`config.mk`:
```
export PLATFORM = sky130hd
export DESIGN_NAME = rr_arbiter3
export DESIGN_NICKNAME = d
export VERILOG_FILES = /design/src/rtl/rr_arbiter3.sv
export SDC_FILE = /design/constraint.sdc
export NUM_CORES = 1
export LEC_CHECK = 0
export CELL_PAD_IN_SITES_DETAIL_PLACEMENT = 0
export CELL_PAD_IN_SITES_GLOBAL_PLACEMENT = 1
export CORE_ASPECT_RATIO = 1.25
export CORE_UTILIZATION = 25
export CTS_CLUSTER_SIZE = 24
export DETAILED_ROUTE_END_ITERATION = 7
export GPL_TIMING_DRIVEN = 0
export HOLD_SLACK_MARGIN = 0.15
export MAX_ROUTING_LAYER = met4
export PLACE_DENSITY_LB_ADDON = 0.1
export SLEW_MARGIN = 20
export SYNTH_ARGS = -nofsm -noshare
export SYNTH_HDL_FRONTEND = slang
export SYNTH_SLANG_ARGS = --single-unit
```
`constraint.sdc`:
```
create_clock -name clk -period 2.39 [get_ports clk]
set_clock_uncertainty 0.1 [all_clocks]
set_input_delay 0.239 -clock clk [delete_from_list [all_inputs] [get_ports clk]]
set_output_delay 0.239 -clock clk [all_outputs]
set_load 0.03 [all_outputs]
```
`src/rtl/rr_arbiter3.sv`:
```
`default_nettype none
// ============================================================================
//  Module   : rr_arbiter3
//  Purpose  : Three-requester round-robin arbiter with registered one-hot
//             grant, per-ownership hold timeout and a mandatory dead cycle
//             between owners.
//  Ports    : clk     - rising-edge clock
//             rst_n   - asynchronous active-low reset
//             REQ     - request lines, REQ[i] held high while i wants access
//             GNT     - registered one-hot grant, or 3'b000
//             OWNER   - index of granted requester, 2'b11 when none
//             ANY     - combinational OR of REQ
//             TIMEOUT - one-cycle pulse during the gap after a forced revoke
//  Revision : 1.0 - initial release
// ============================================================================
module rr_arbiter3 #(
    parameter int MAX_HOLD = 8,   // 0 disables the hold timeout
    parameter int CNT_W    = 4    // must satisfy 2**CNT_W > MAX_HOLD
) (
    input  logic       clk,
    input  logic       rst_n,
    input  logic [2:0] REQ,
    output logic [2:0] GNT,
    output logic [1:0] OWNER,
    output logic       ANY,
    output logic       TIMEOUT
);

    localparam logic [1:0] c_st_idle  = 2'd0;
    localparam logic [1:0] c_st_grant = 2'd1;
    localparam logic [1:0] c_st_gap   = 2'd2;

    localparam logic [1:0] c_no_owner = 2'b11;
    localparam bit         c_tmo_en   = (MAX_HOLD != 0);
    // Count value seen in the last permitted GRANT cycle; unused when the
    // timeout is disabled.
    localparam logic [CNT_W-1:0] c_hold_last =
        CNT_W'((MAX_HOLD == 0) ? 0 : MAX_HOLD - 1);

    logic [1:0]       r_state;
    logic [1:0]       r_ptr;
    logic [1:0]       r_owner;
    logic [2:0]       r_gnt;
    logic             r_timeout;
    logic [CNT_W-1:0] r_cnt;

    logic [1:0]       w_winner;
    logic [2:0]       w_winner_onehot;
    logic             w_any;
    logic             w_owner_req;
    logic [1:0]       w_ptr_next;
    logic             w_hold_expired;

    assign w_any = |REQ;

    // Search order ptr, ptr+1, ptr+2 (mod 3). The result is only used when
    // at least one request is present.
    always_comb begin
        w_winner = 2'd0;
        case (r_ptr)
            2'd1: begin
                if (REQ[1])      w_winner = 2'd1;
                else if (REQ[2]) w_winner = 2'd2;
                else             w_winner = 2'd0;
            end
            2'd2: begin
                if (REQ[2])      w_winner = 2'd2;
                else if (REQ[0]) w_winner = 2'd0;
                else             w_winner = 2'd1;
            end
            default: begin
                if (REQ[0])      w_winner = 2'd0;
                else if (REQ[1]) w_winner = 2'd1;
                else             w_winner = 2'd2;
            end
        endcase
    end

    assign w_winner_onehot = 3'(3'b001 << w_winner);

    // Explicit mux keeps the 2'b11 "no owner" code from indexing past REQ.
    always_comb begin
        w_owner_req = 1'b0;
        case (r_owner)
            2'd0:    w_owner_req = REQ[0];
            2'd1:    w_owner_req = REQ[1];
            2'd2:    w_owner_req = REQ[2];
            default: w_owner_req = 1'b0;
        endcase
    end

    assign w_ptr_next     = (r_owner == 2'd2) ? 2'd0 : r_owner + 2'd1;
    assign w_hold_expired = c_tmo_en && (r_cnt == c_hold_last);

    always_ff @(posedge clk or negedge rst_n) begin
        if (!rst_n) begin
            r_state   <= c_st_idle;
            r_ptr     <= 2'd0;
            r_owner   <= c_no_owner;
            r_gnt     <= 3'b000;
            r_timeout <= 1'b0;
            r_cnt     <= '0;
        end else begin
            case (r_state)
                c_st_idle: begin
                    r_timeout <= 1'b0;
                    if (w_any) begin
                        r_state <= c_st_grant;
                        r_owner <= w_winner;
                        r_gnt   <= w_winner_onehot;
                        r_cnt   <= '0;
                    end
                end

                c_st_grant: begin
                    // A release on the timeout edge wins, so TIMEOUT only
                    // flags a genuinely forced revoke.
                    if (!w_owner_req || w_hold_expired) begin
                        r_state   <= c_st_gap;
                        r_ptr     <= w_ptr_next;
                        r_owner   <= c_no_owner;
                        r_gnt     <= 3'b000;
                        r_timeout <= w_owner_req;
                        r_cnt     <= '0;
                    end else begin
                        r_cnt <= r_cnt + CNT_W'(1);
                    end
                end

                c_st_gap: begin
                    r_timeout <= 1'b0;
                    if (w_any) begin
                        r_state <= c_st_grant;
                        r_owner <= w_winner;
                        r_gnt   <= w_winner_onehot;
                        r_cnt   <= '0;
                    end else begin
                        r_state <= c_st_idle;
                    end
                end

                default: begin
                    r_state   <= c_st_idle;
                    r_owner   <= c_no_owner;
                    r_gnt     <= 3'b000;
                    r_timeout <= 1'b0;
                    r_cnt     <= '0;
                end
            endcase
        end
    end

    assign GNT     = r_gnt;
    assign OWNER   = r_owner;
    assign ANY     = w_any;
    assign TIMEOUT = r_timeout;

endmodule
`default_nettype wire

```
== Yosys cells after proc, flatten, opt, wreduce, memory -nomap -nowiden ==
Cells that the tools add are included.

* Add/subtract/negate cells: 2
* Eq/ne operators: 10
* Shift-type cells: 1
* Muxes and demuxes: 24
* Reduce and logical (&&, ||, !) cells: 9

{| class="wikitable"
|+ Operators with widths
! kind !! count
|-
| 2-bit two-way mux || 10
|-
| 4-bit two-way mux || 2
|-
| 2-bit case mux with 2 select lines || 2
|-
| 4-bit case mux with 2 select lines || 1
|-
| 2-bit by 1-bit == test with 1-bit output, second input constant || 3
|-
| 2-bit == test, second input constant || 3
|-
| 3-bit two-way mux || 2
|-
| 2-bit case mux with 3 select lines || 1
|-
| 3-bit case mux with 2 select lines || 1
|-
| 2-bit AND reduction || 3
|-
| 4-bit by 1-bit adder with 4-bit output, second input constant || 1
|-
| 4-bit by 3-bit == test with 1-bit output, second input constant || 1
|-
| 2-bit zero test || 2
|-
| 1-bit two-way mux || 4
|-
| 2-bit inequality test, second input constant || 2
|-
| 1-bit case mux with 3 select lines || 1
|-
| 3-bit OR reduction || 1
|-
| 1-bit by 2-bit << shifter with 3-bit output, first input constant || 1
|-
| 2-bit by 1-bit adder with 2-bit output, second input constant || 1
|-
| 2-bit by 1-bit inequality test with 1-bit output, second input constant || 1
|-
| 2-bit OR reduction || 1
|-
| 1-bit zero test || 1
|-
| 1-bit logical OR || 1
|}

* Flip-flop bits (word level): 14
* Input bits: 5
* Output and inout bits: 7
* Logic and storage cells: 52

== Longest topological paths before layout ==
* Depth in word-level cells: 6
* Mapped depth: 6
* Gate-level depth less buffers: 6

== Least setup slack after synthesis ==
Ideal clock, no wire load.

* Path kind: register to register
* Start point: register r_owner[0] (netlist: OWNER[0])
* End point: register r_gnt[1] (netlist: GNT[1])
* Setup time: 0.125 ns
* Arrival time: 1.630 ns
* Required time: 2.165 ns
* Path slack: 0.535 ns
* Stages on the path, launching flop included: 5
* Buffers on the path: 0
* Period minus slack after synthesis: 1.855 ns
* Cells stage by stage: dfstp_2 mux2i_1 o22ai_2 a31oi_4 mux2_2

* Cells in the longest elaborated chain, start to end: 6
* Elaborated cells between the ends (all ways): 8
* Those cells by class: eq/ne: 3; mux: 1; reduce/logical: 4

{| class="wikitable"
|+ Ends and longest elaborated chain
! what !! RTL line !! source
|-
| start, declared || 42 || <nowiki>logic [1:0] r_owner;</nowiki>
|-
| start signal, assigned || 99 || <nowiki>r_owner <= c_no_owner;</nowiki>
|-
| start signal, assigned || 109 || <nowiki>r_owner <= w_winner;</nowiki>
|-
| start signal, assigned || 121 || <nowiki>r_owner <= c_no_owner;</nowiki>
|-
| 2-bit == test (tied with other cells) || 84 || <nowiki>case (r_owner)</nowiki>
|-
| 1-bit case mux with 3 select lines (*) || 84 ||
|-
| 1-bit zero test (*) || 118 || <nowiki>if (!w_owner_req || w_hold_expired) begin</nowiki>
|-
| 1-bit logical OR (*) || 118 ||
|-
| 2-bit inequality test (no source line) (*) || -- ||
|-
| 2-bit AND reduction (no source line) (*) || -- ||
|-
| end signal, assigned || 110 || <nowiki>r_gnt <= w_winner_onehot;</nowiki>
|-
| end signal, assigned || 135 || <nowiki>r_gnt <= w_winner_onehot;</nowiki>
|-
| end, declared || 43 || <nowiki>logic [2:0] r_gnt;</nowiki>
|}

Mark *: on every way between the ends. The rest lies on a longest branch, timed or not.
A chain may end at the register's enable or synchronous reset.

== Final worst setup path ==
* Start point: input port REQ[1]
* End point: output port ANY

* Cells in the longest elaborated chain, start to end: 1

{| class="wikitable"
|+ Ends and longest elaborated chain
! what !! RTL line !! source
|-
| start, declared || 22 || <nowiki>input logic [2:0] REQ,</nowiki>
|-
| 3-bit OR reduction || 54 || <nowiki>assign w_any = |REQ;</nowiki>
|-
| end, declared || 25 || <nowiki>output logic ANY,</nowiki>
|}

No other way between the ends.

==> qor.txt <==
Worst min path class -> in -> async
H-tree levels -> 1
Clock tree from TritonCTS -> done
1st-pass router iterations -> 3
Flops & latches, synth -> 14
Area delta synth->final -> 23.7%
CP Max Fanout -> 6
Psw -> 412 uW
Unrepaired setup endpoints after global routing -> false
WL met1 -> 719 um
I/O pins -> 12
Met2 WL -> 772 um
# diodes -> 0
Die Ht -> 63.9 um
Final nets -> 96
CTS root buf -> clkbuf_4
Antenna violations before repair -> 0
Starting Density -> 26.3%
Antenna-violating nets left -> 0
IO Port Bufs -> 11
Clock Power Share -> 13.4%
First-pass GRT wire length -> 2700 um
Sequential element share of the synthesized area -> 46.0%
Detailed Place HPWL -> 1200 um
WL/cell -> 12.6 um
Combinational share of power -> 48.4%
Filler cell count -> 329
Die area -> 3290 um^2
CP Class -> in -> out
Final WL -> 1550 um
Cell Rows -> 22
Maximum vdd drop -> 0.000434 V
Highest Signal Layer -> met4
Post-CTS Setup Inserts -> 0
Vias per std cell -> 4.73
Setup TNS -> 0 ps
Net Sw Frac -> 39.9%
Hold Violations, Final -> 0
Clock Sinks -> 14
Post-Syn Nets -> 80
Met3 wire length -> 34 um
Number of buffers created by CTS -> 3
Largest cells by area after synthesis -> dfrtp_1 (39%), dfstp_2 (6.9%), ha_1 (4.9%)
DR vias -> 582
Top-area cell type share of the netlist area -> 39.2%
Status -> finished clean
Cell internal pwr -> 619 uW
GRT Total Usage -> 11.6%
Post-CTS Resized -> 0
Hold-fix buffers, CTS -> 0
Setup violations, final -> 0
Slew Viols, Final -> 0
Largest net degree at the start of global routing -> 15
Slew HR -> 56.9%
Tcrit/Tclk final -> 89.6%
Worst-Skew Late Latency -> 270 ps
Number of library cell types mapped by synthesis -> 32
Seq pwr share -> 38.3%
Leak -> 0.000395 uW
Leading area contributor after synthesis -> dfrtp_1
Worst path arrival time -> 1800 ps
Post-Synthesis Cells -> 72
Power Density -> 1090 nW/um^2
FMAX -> 467 MHz
Final WS setup -> 250 ps
Fin area -> 948 um^2
Post-layout min period -> 2140 ps
Clock transition at path regs -> 90 ps
Startpoint types -> input port
Synth warnings -> 0
Tightest Pin Transition -> 644 ps
Number of max-cap violations -> 0
Total grt overflow -> 0
R2R Setup Slk -> 470 ps
Core Area -> 2920 um^2
Syn Area/Cell -> 10.7 um^2
CP Capture Type -> output pin
Mapped Area -> 767 um^2
Pre-CTS setup slack -> 254 ps
Clk buf depth -> 2
Vias in the first global route -> 632
Worst Path Required -> 2050 ps
DRC -> 0
GPL Wtd Cong -> 0.679
Initial detailed-routing violation count -> 6
Share of post-route cells with drive strength above 1 -> 14.9%
Area after DPL -> 922 um^2
Chip width -> 51.5 um
[kinds of logic (layout without fill, tap and decap cells)]
logic type      Yosys count  after routing  share of synthesized area [%]
simple gates             28             28                           21.4
flops                    14             14                           46.0
compound gates           10             10                           11.7
buf+inv                   8             23                           3.92
mux                       7              7                           9.79
fa+ha+maj                 3              3                           4.89
xor+xnor                  2              2                           2.28
[area by class of cell]
| class | count | area, um^2 | share of cell area [%] |
|---|---|---|---|
| sequential | 14 | 353 | 37.2 |
| buffer | 1 | 3.75 | 0.396 |
| timing repair buffer | 11 | 110 | 11.6 |
| clock buffer | 4 | 26.3 | 2.77 |
| inverter | 7 | 26.3 | 2.77 |
| tap | 36 | 45.0 | 4.75 |
| multi-input combinational | 50 | 384 | 40.5 |
[through the flow]
stage | total power (uW) | hold WS [ps] | instances | util [%]
after detailed placement | 906 | 401 | 119 | 31.6
after floorplan | 746 | -157 | 72 | -
after global placement | 907 | 395 | 119 | 31.6
final | 1030 | 258 | 123 | 32.5
after global routing | 1130 | 300 | 123 | 32.5
after CTS | 1050 | 277 | 123 | 32.5
[critical path, stage by stage]
cell	delay, ps
clkdlybuf4s50_1	490
or3_1	460
clkdlybuf4s50_1	620
[cells in the final DEF (no fill, tap or decap), types with 2 or more instances in the layout]
cell type / synthesis / final
nand4_1: 2 / 2
mux2_1: 2 / 2
inv_1: 7 / 7
clkdlybuf4s50_1: 0 / 11
mux2_2: 2 / 2
nand3_1: 3 / 3
dfrtp_1: 12 / 12
clkbuf_4: 0 / 3
a21oi_1: 3 / 3
nand3b_1: 3 / 3
nor2b_1: 2 / 2
clkbuf_1: 1 / 2
nor2_1: 4 / 4
mux2i_1: 3 / 3
ha_1: 3 / 3
nand2_1: 6 / 6
dfstp_2: 2 / 2
[flip-flops by register name (all words and copies together) (netlist names)]
name,flops
r_state,2
r_ptr,2
TIMEOUT,1
r_cnt,4
OWNER,2
GNT,3
[power groups by stage]
stage          clock network (uW)  registers, uW  logic (uW)
6_report                      138            394         498
5_1_grt                       163            408         556
4_1_cts                       147            399         507
3_5_place_dp                    0            403         503
3_3_place_gp                    0            403         504
2_1_floorplan                   0            457         289
[cells in the mapped netlist (all sizes together)]
cell,count
o22ai,2
o311ai,1
a31oi,1
dfstp,2
nor2b,2
clkbuf,1
dfrtp,12
and3,1
or3b,1
o21ai,1
or4,1
nor2,5
nand4bb,1
xnor2,1
or4b,1
a32o,1
nand4,2
a21oi,3
or3,1
inv,7
nand3,3
nand3b,3
mux2i,3
a21boi,1
nand2,6
or2b,1
xor2,1
ha,3
mux2,4
[per-layer routing]
layer | vias up | GRT usage (%)
met3 | 2 | 2.14
met2 | 8 | 18.8
met1 | 286 | 13.2
li1 | 286 | -
met4 | 0 | 6.08
met5 | - | -
[path summary, 6_finish.rpt]
| path | start | end | depth (start not counted) |
|---|---|---|---|
| setup / recovery | REQ[1] | ANY | 3 |
| hold / removal | rst_n | TIMEOUT | 1 |
| setup reg to reg | r_ptr[0] | GNT[1] | 5 |
| hold reg to reg | TIMEOUT | TIMEOUT | 2 |
| max in group asynchronous | rst_n | GNT[1] | 1 |
| min in group clk | TIMEOUT | TIMEOUT | 2 |
Power figures use the tool's default switching activity.
